### src/rtl/mem_access_unit.sv
// Execute-stage memory/register sequencer: load, immediate load, store and read-modify-write.
// Optional MAU_DUMMY_WRITE_EN: RMW MOD cycle rewrites the unmodified value (6502 double write).
module mem_access_unit #(
  parameter int ADDR_WIDTH = 16,
  parameter int REG_WIDTH  = 8
) (
  input  logic                  phi2,
  input  logic                  reset_n,
  input  logic                  instruction_ready,
  input  logic [REG_WIDTH-1:0]  opcode,
  input  logic [ADDR_WIDTH-1:0] ea,
  input  logic [REG_WIDTH-1:0]  imm,
  input  logic [REG_WIDTH-1:0]  a_in,
  input  logic [REG_WIDTH-1:0]  x_in,
  input  logic [REG_WIDTH-1:0]  y_in,
  input  logic                  carry_in,
  input  logic [REG_WIDTH-1:0]  mem_rdata,
  output logic [ADDR_WIDTH-1:0] mem_addr,
  output logic [REG_WIDTH-1:0]  mem_wdata,
  output logic                  mem_re,
  output logic                  mem_we,
  output logic [1:0]            reg_sel,
  output logic [REG_WIDTH-1:0]  reg_wdata,
  output logic                  reg_we,
  output logic                  flag_n,
  output logic                  flag_z,
  output logic                  flag_c,
  output logic                  flag_we,
  output logic                  instruction_done,
  output logic                  busy,
  output logic                  unsup
);

  typedef enum logic [2:0] {
    S_IDLE, S_READ, S_WB, S_WRITE, S_MOD, S_RMW_WR, S_DONE_HOLD
  } state_t;

  typedef enum logic [2:0] {K_LOAD, K_IMM, K_STORE, K_RMW, K_UNSUP} kind_t;

  function automatic kind_t decode(input logic [7:0] op);
    logic [1:0] cc;
    logic [2:0] aaa, bbb;
    cc  = op[1:0];
    aaa = op[7:5];
    bbb = op[4:2];
    if (aaa == 3'b101 && cc != 2'b11) begin
      if ((cc == 2'b01 && bbb == 3'b010) || (cc != 2'b01 && bbb == 3'b000)) return K_IMM;
      return K_LOAD;
    end
    if (aaa == 3'b100 && cc != 2'b11) return K_STORE;
    // aaa 100/101 already taken above, so every remaining aaa is a legal RMW op
    if (cc == 2'b10 && bbb[0]) return K_RMW;
    return K_UNSUP;
  endfunction

  function automatic logic [1:0] cc_to_sel(input logic [1:0] cc);
    case (cc)
      2'b01:   return 2'd0;
      2'b10:   return 2'd1;
      default: return 2'd2;
    endcase
  endfunction

  // {carry_out, result}
  function automatic logic [REG_WIDTH:0] rmw_calc(input logic [2:0] aaa,
                                                  input logic [REG_WIDTH-1:0] v,
                                                  input logic cin);
    logic [REG_WIDTH-1:0] one;
    one = {{(REG_WIDTH-1){1'b0}}, 1'b1};
    case (aaa)
      3'b000:  return {v, 1'b0};
      3'b001:  return {v, cin};
      3'b010:  return {v[0], 1'b0, v[REG_WIDTH-1:1]};
      3'b011:  return {v[0], cin, v[REG_WIDTH-1:1]};
      3'b110:  return {cin, v - one};
      3'b111:  return {cin, v + one};
      default: return {cin, v};
    endcase
  endfunction

  state_t                state, state_nx;
  kind_t                 kind_q, kind_nx;
  logic [2:0]            aaa_q, aaa_nx;
  logic [ADDR_WIDTH-1:0] ea_q, ea_nx;
  logic [1:0]            sel_q, sel_nx;
  logic [REG_WIDTH-1:0]  data_q, data_nx;

  logic [ADDR_WIDTH-1:0] mem_addr_nx;
  logic [REG_WIDTH-1:0]  mem_wdata_nx, reg_wdata_nx;
  logic [1:0]            reg_sel_nx;
  logic                  mem_re_nx, mem_we_nx, reg_we_nx;
  logic                  flag_n_nx, flag_z_nx, flag_c_nx, flag_we_nx;
  logic                  done_nx, busy_nx, unsup_nx;

  kind_t                 kind_in;
  logic [1:0]            sel_in;
  logic [REG_WIDTH-1:0]  store_val;
  logic [REG_WIDTH:0]    rmw;

  assign kind_in = decode(opcode[7:0]);
  assign sel_in  = cc_to_sel(opcode[1:0]);
  assign rmw     = rmw_calc(aaa_q, data_q, carry_in);

  always_comb begin
    case (sel_in)
      2'd0:    store_val = a_in;
      2'd1:    store_val = x_in;
      default: store_val = y_in;
    endcase
  end

  always_comb begin
    state_nx     = state;
    kind_nx      = kind_q;
    aaa_nx       = aaa_q;
    ea_nx        = ea_q;
    sel_nx       = sel_q;
    data_nx      = data_q;
    mem_addr_nx  = mem_addr;
    mem_wdata_nx = mem_wdata;
    mem_re_nx    = 1'b0;
    mem_we_nx    = 1'b0;
    reg_sel_nx   = reg_sel;
    reg_wdata_nx = reg_wdata;
    reg_we_nx    = 1'b0;
    flag_n_nx    = flag_n;
    flag_z_nx    = flag_z;
    flag_c_nx    = flag_c;
    flag_we_nx   = 1'b0;
    done_nx      = 1'b0;
    busy_nx      = busy;
    unsup_nx     = unsup;
    case (state)
      S_IDLE: begin
        if (instruction_ready) begin
          kind_nx  = kind_in;
          aaa_nx   = opcode[7:5];
          ea_nx    = ea;
          sel_nx   = sel_in;
          busy_nx  = 1'b1;
          unsup_nx = 1'b0;
          case (kind_in)
            K_LOAD, K_RMW: begin
              state_nx    = S_READ;
              mem_re_nx   = 1'b1;
              mem_addr_nx = ea;
            end
            K_IMM: begin
              state_nx     = S_WB;
              reg_we_nx    = 1'b1;
              reg_sel_nx   = sel_in;
              reg_wdata_nx = imm;
              flag_n_nx    = imm[REG_WIDTH-1];
              flag_z_nx    = (imm == '0);
              flag_c_nx    = carry_in;
              flag_we_nx   = 1'b1;
              done_nx      = 1'b1;
            end
            K_STORE: begin
              state_nx     = S_WRITE;
              mem_we_nx    = 1'b1;
              mem_addr_nx  = ea;
              mem_wdata_nx = store_val;
              done_nx      = 1'b1;
            end
            default: begin
              // unsupported ops reuse WB as their single completion cycle
              state_nx = S_WB;
              unsup_nx = 1'b1;
              done_nx  = 1'b1;
            end
          endcase
        end
      end
      S_READ: begin
        if (kind_q == K_RMW) begin
          state_nx = S_MOD;
          data_nx  = mem_rdata;
`ifdef MAU_DUMMY_WRITE_EN
          mem_we_nx    = 1'b1;
          mem_addr_nx  = ea_q;
          mem_wdata_nx = mem_rdata;
`endif
        end else begin
          state_nx     = S_WB;
          reg_we_nx    = 1'b1;
          reg_sel_nx   = sel_q;
          reg_wdata_nx = mem_rdata;
          flag_n_nx    = mem_rdata[REG_WIDTH-1];
          flag_z_nx    = (mem_rdata == '0);
          flag_c_nx    = carry_in;
          flag_we_nx   = 1'b1;
          done_nx      = 1'b1;
        end
      end
      S_MOD: begin
        state_nx     = S_RMW_WR;
        mem_we_nx    = 1'b1;
        mem_addr_nx  = ea_q;
        mem_wdata_nx = rmw[REG_WIDTH-1:0];
        flag_n_nx    = rmw[REG_WIDTH-1];
        flag_z_nx    = (rmw[REG_WIDTH-1:0] == '0);
        flag_c_nx    = rmw[REG_WIDTH];
        flag_we_nx   = 1'b1;
        done_nx      = 1'b1;
      end
      S_WB, S_WRITE, S_RMW_WR: state_nx = S_DONE_HOLD;
      S_DONE_HOLD: begin
        state_nx = S_IDLE;
        busy_nx  = 1'b0;
      end
      default: state_nx = S_IDLE;
    endcase
  end

  always_ff @(posedge phi2) begin
    if (!reset_n) begin
      state            <= S_IDLE;
      kind_q           <= K_LOAD;
      aaa_q            <= '0;
      ea_q             <= '0;
      sel_q            <= '0;
      data_q           <= '0;
      mem_addr         <= '0;
      mem_wdata        <= '0;
      mem_re           <= 1'b0;
      mem_we           <= 1'b0;
      reg_sel          <= '0;
      reg_wdata        <= '0;
      reg_we           <= 1'b0;
      flag_n           <= 1'b0;
      flag_z           <= 1'b0;
      flag_c           <= 1'b0;
      flag_we          <= 1'b0;
      instruction_done <= 1'b0;
      busy             <= 1'b0;
      unsup            <= 1'b0;
    end else begin
      state            <= state_nx;
      kind_q           <= kind_nx;
      aaa_q            <= aaa_nx;
      ea_q             <= ea_nx;
      sel_q            <= sel_nx;
      data_q           <= data_nx;
      mem_addr         <= mem_addr_nx;
      mem_wdata        <= mem_wdata_nx;
      mem_re           <= mem_re_nx;
      mem_we           <= mem_we_nx;
      reg_sel          <= reg_sel_nx;
      reg_wdata        <= reg_wdata_nx;
      reg_we           <= reg_we_nx;
      flag_n           <= flag_n_nx;
      flag_z           <= flag_z_nx;
      flag_c           <= flag_c_nx;
      flag_we          <= flag_we_nx;
      instruction_done <= done_nx;
      busy             <= busy_nx;
      unsup            <= unsup_nx;
    end
  end

endmodule

### config.mk
export PLATFORM = sky130hd
export DESIGN_NAME = mem_access_unit
export DESIGN_NICKNAME = d
export VERILOG_FILES = /design/src/rtl/mem_access_unit.sv
export SDC_FILE = /design/constraint.sdc
export NUM_CORES = 1
export LEC_CHECK = 0
export ABC_AREA = 1
export ABC_CLOCK_PERIOD_IN_PS = 1800
export CORE_MARGIN = 2
export CORE_UTILIZATION = 44
export CTS_CLUSTER_SIZE = 12
export DETAILED_ROUTE_END_ITERATION = 6
export GPL_ROUTABILITY_DRIVEN = 0
export GPL_TIMING_DRIVEN = 0
export PLACE_DENSITY = 0.85
export RECOVER_POWER = 25
export SYNTH_ARGS = -nofsm -noshare
export SYNTH_HDL_FRONTEND = slang
export SYNTH_SLANG_ARGS = --single-unit
### constraint.sdc
create_clock -name phi2 -period 1.8 [get_ports phi2]
set_input_delay 0.36 -clock phi2 [delete_from_list [all_inputs] [get_ports phi2]]
set_output_delay 0.36 -clock phi2 [all_outputs]
set_load 0.05 [all_outputs]
## Yosys cells after proc, flatten, opt, wreduce, memory -nomap -nowiden

Cells that the tools add are included.

- Add/sub/neg operators: 2
- Reductions and logical operators: 30
- Mux-type cells: 64
- Eq/ne operators: 28

Operator list:

| kind | number |
|---|---|
| case mux 9 bit (6 select lines) | 1 |
| case mux 8 bit (2 select lines) | 3 |
| two-way mux 8 bit | 5 |
| two-way mux 16 bit | 2 |
| case mux 16 bit (2 select lines) | 1 |
| two-way mux 3 bit | 10 |
| two-way mux 1 bit | 27 |
| equality test 3 x 2 -> 1 bit (second input constant) | 8 |
| logical NOT 8 bit | 3 |
| equality test 3 bit (second input constant) | 7 |
| case mux 1 bit (3 select lines) | 5 |
| logical NOT 3 bit | 4 |
| case mux 2 bit (2 select lines) | 3 |
| case mux 3 bit (4 select lines) | 1 |
| equality test 3 x 1 -> 1 bit (second input constant) | 3 |
| AND reduction 3 bit | 3 |
| adder 8 x 1 -> 8 bit (second input constant) | 1 |
| != test 2 bit (second input constant) | 4 |
| AND reduction 4 bit | 2 |
| subtractor 8 x 1 -> 8 bit (second input constant) | 1 |
| two-way mux 2 bit | 3 |
| != test 2 x 1 -> 1 bit (second input constant) | 3 |
| case mux 1 bit (2 select lines) | 3 |
| AND reduction 2 bit | 3 |
| other kinds (10) | 18 |

- Output and inout bits: 44
- Flip-flop bits (word level): 79
- Bits of input ports: 68

## Longest topological paths before layout

- Depth after elaboration: 17
- Mapped depth: 17
- Mapped depth without buffers: 16

## Least setup slack after synthesis

No wires, ideal clock.

- Path type: flip-flop to flip-flop
- Start: reg aaa_q[2]
- End: reg flag_z
- Clock period less this slack: 1.987 ns
- Stages on the path, launching flop included: 15
- Setup slack: -0.187 ns
- Path buffers: 1
- Data required time: 1.680 ns
- Arrival time: 1.867 ns
- Path through: dfxtp_1 > buf_4 > nand3_1 > ha_1 > or2_2 > nand3b_1 > nand2_1 > nand2_1 > nand3_1 > nand2_1 > nand2_1 > nand2_1 > inv_1 > nand2_1 > a21oi_1

- Longest elaborated chain between the ends: 4
- Elaborated cells on any way between the ends: 9

RTL lines:

| element | line | RTL |
|---|---|---|
| from (decl) | 83 | `logic [2:0] aaa_q, aaa_nx;` |
| from (signal assigned) | 241 | `aaa_q <= aaa_nx;` |
| equality test 3 bit, or another cell as far along | 70 | `case (aaa)` |
| case mux 9 bit (6 select lines) (*) | 70 |  |
| logical NOT 8 bit (*) | 202 | `flag_z_nx = (rmw[REG_WIDTH-1:0] == '0);` |
| case mux 1 bit (3 select lines) (*) | 133 | `case (state)` |
| to (signal assigned) | 253 | `flag_z <= flag_z_nx;` |
| to (decl) | 26 | `output logic flag_z,` |

Every way passes the cells marked *; elsewhere a longest branch is shown, timed or not.
A chain may end at the register's enable or synchronous reset.

## Worst setup path in the final report

- Start: reg aaa_q[1]
- End: reg flag_z

The elaborated chain is that of the path after synthesis.

==> run_results.csv <==
group,metric,value,unit
logic_synthesis,synth_common_cells,"nand2_1, o21ai_0, dfxtp_1, inv_1, nor2_1",
timing,maxSlewViolCount,0,
run,maxCapViolCount,0,
logic_synthesis,async_flop_share,0,%
cts,cts_tree,"built",
timing,tightest_slew,595,ps
logic_synthesis,ys_top_cells_by_area,"dfxtp_1, nand2_1, o21ai_0",
detailed_routing,vias,4771,
detailed_routing,drc,1,
critical_path,crit_arrival,2310,ps
critical_path,critical_path_buf_inv_count,2,
floorplanning,die-area,10300,µm²
outcome,violations,"DRC, setup timing",
logic_synthesis,yosys_warnings,0,
critical_path,critPathKind,"register to register",
grt,gr-total-overflow,0,
logic_synthesis,ys_seq_area_share,37.8,%
layout,drive_above_1_share,16.0,%
timing,rsz0062_at_grt,"yes",
layout,area_growth_syn_to_layout,42.2,%
floorplanning,die_h,101,µm
critical_path,crit_start,"aaa_q[1]",
grt,grt_use_total,25.3,%
hold_path,hold_end,"ea_q[0]",
timing,holdWs,453,ps
logic_synthesis,synth_largest_area_cell,"dfxtp_1",
logic_synthesis,syn_area,4180,µm²
outcome,status,"finished with violations",
logic_synthesis,synth_top_area_share,37.8,%
critical_path,r2r-end,"flag_z",
cts,clock_path_buffers,2,
grt,grt_pass1_wl,20500,µm
logic_synthesis,avgSynthCellArea,6.84,µm²
critical_path,max_stage_delay,390,ps
critical_path,cp.required,2090,ps
timing,fin_ws,-220,ps
logic_synthesis,netlist_instances,611,
critical_path,cp-start-kind,"register",
cts,cts_root_buf,"clkbuf_8",
critical_path,cp_common_cell,"nand2_1",
grt,grt_pass1_vias,4455,
critical_path,cp_max_fo,3,
critical_path,worstPathCellList,"nand3_4 -> inv_2 -> fa_2 -> inv_2 -> nand2_4 -> nand2_2 -> nand2_1 -> nand2_1 -> nand2_1 -> nand2_2 -> nand2_1 -> nor2_1 -> nand3_1 -> nor2_2 -> nand2_4 -> a21oi_2",
detailed_routing,finalWirelength,13500,µm
cts,cts.sinks,79,
cts,cts_max_level,3,
logic_synthesis,synth_top_flop_cell,"dfxtp_1",
cts,cts_hold_buffers,0,
cts,clk_latency,360,ps
timing,setup_violations,26,
cts,clkTransAtPathRegs,90,ps
grt,grt_max_degree,16,
floorplanning,rows,35,
hold_path,hold_depth,2,
layout,nets,826,
cts,cts_buffers,9,
hold_path,hp-class,"register to register",
grt,antenna_found_initial,0,
floorplanning,boundaryPins,112,
timing,hold_violations,0,
placement,port_buffers,110,
layout,fill_cells,800,
detailed_routing,wl_per_cell,15.4,µm
critical_path,r2r_slack,-220,ps
detailed_routing,first_pass_iters,7,
logic_synthesis,synth_most_common_cell,"nand2_1",
detailed_routing,drt_iter0_markers,396,
critical_path,r2r_start,"aaa_q[1]",
timing,min_period,2020,ps
layout,final_cells,880,
timing,slew_headroom,60.3,%
floorplanning,die_w,101,µm
power_and_ir_drop,p_per_area,1190,nW/µm²
hold_path,hold_start,"ea_q[0]",
logic_synthesis,synth_nets,691,
timing,max_freq,0.495,GHz
timing,finalCritPeriodShare,112,%
logic_synthesis,ys_ff_latch,79,
critical_path,cp_top_family,"simple AND/OR/NAND/NOR gates",
layout,diodes,0,
logic_synthesis,synth_edf_count,0,
critical_path,endpoint_kind,"register",
placement,post-place-cells,850,
timing,skew,11.7,ps
power_and_ir_drop,power_leakage,2.61,nW
floorplanning,initial_core_util,45.2,%
detailed_routing,ant_nets,0,
critical_path,crit_slowest_cell,"fa_2",
critical_path,r2r.worst_path.cells,16,
placement,hpwl,9700,µm
floorplanning,core,9240,µm²
logic_synthesis,yosysUniqueCellTypes,40,
detailed_routing,vias_per_cell,5.42,
power_and_ir_drop,ir_drop,0.625,mV
==> report_power, final <==
part	switching, mW	total, mW	internal [mW]
registers	0.203	2.35	2.14
logic	2.27	3.35	1.08
clock network	0.700	1.40	0.700
total	3.17	7.09	3.92
==> layout make-up <==
cell class / count / area, µm² / share of cell area (%)
multi-input cells: 432 / 2360 / 39.7
plain buffers: 31 / 183 / 3.07
flip-flops and latches: 79 / 1590 / 26.8
clock buffers: 10 / 138 / 2.32
inverters: 68 / 260 / 4.38
clock inverters: 6 / 75.1 / 1.26
repair buffers: 125 / 1180 / 19.8
well taps: 129 / 161 / 2.72
==> layout by cell type, fill, tap and decap left out, drive strengths merged, types with 3 or more instances in the layout <==
master and count:
nand2 130, o21ai 94, dfxtp 79, nor2 72
inv 68, clkdlybuf4s50 63, a21oi 48, dlygate4sd2 45
nand3 36, clkbuf 31, buf 25, a31oi 12
ha 11, o211ai 4, nor3 3, a211oi 3
clkinv 3
==> worst max-delay path by stage <==
stage	depth (start not counted)	slack, ps	endpoint
floorplan	14	8	flag_z
global placement	8	-800	mem_wdata[3]
detailed placement	8	-820	mem_wdata[3]
CTS	17	-170	flag_z
global route	16	-320	flag_z
finish	16	-220	flag_z
==> flip-flops by register name, indices dropped and copies added (netlist names), 2 cells and up <==
| signal | cells |
|---|---|
| ea_q | 16 |
| mem_addr | 16 |
| data_q | 8 |
| mem_wdata | 8 |
| reg_wdata | 8 |
| aaa_q | 3 |
| kind_q | 3 |
| state | 3 |
| reg_sel | 2 |
| sel_q | 2 |
==> tightest hold or removal path: stages (launching register included) <==
cell     delay (ps)
dfxtp_1         310
inv_1            50
a21oi_1          50
==> routing by layer <==
metal | vias up | share of wire (%) | track usage, %
met5 | - | 0 | 0
met2 | 249 | 49 | 43.3
met4 | 0 | 2.3 | 11.0
met1 | 2193 | 41 | 30.7
li1 | 2290 | - | -
met3 | 39 | 7.9 | 5.24
==> stage by stage <==
stage	TNS (ps)	instance area, µm²	util (%)	total power [mW]	setup slack (ps)
2_1_floorplan	0	4210	-	4.55	8.41
3_3_place_gp	-26790	5470	59.2	5.50	-799
3_5_place_dp	-30790	5470	59.2	5.59	-821
4_1_cts	-733	5830	63.1	6.94	-172
5_1_grt	-5000	5940	64.3	7.47	-319
6_report	-1790	5940	64.3	7.09	-220
==> logic make-up (layout without fill, tap and decap cells) <==
group,count (synthesis),after routing,synth area share [%]
buffers and inverters,100,240,10.3
adder cells (fa/ha/maj),12,12,3.77
flip-flops,79,79,37.8
AND/OR/NAND/NOR,248,248,25.4
AO/OA/AOI/OAI,172,172,22.7
==> timing repair <==
action,CTS,global route
buffers inserted,9,6
pin swaps,19,26
resized for setup,84,41
cloned,0,0
endpoints found under the setup margin,85,30
Power figures use the tool's default switching activity.
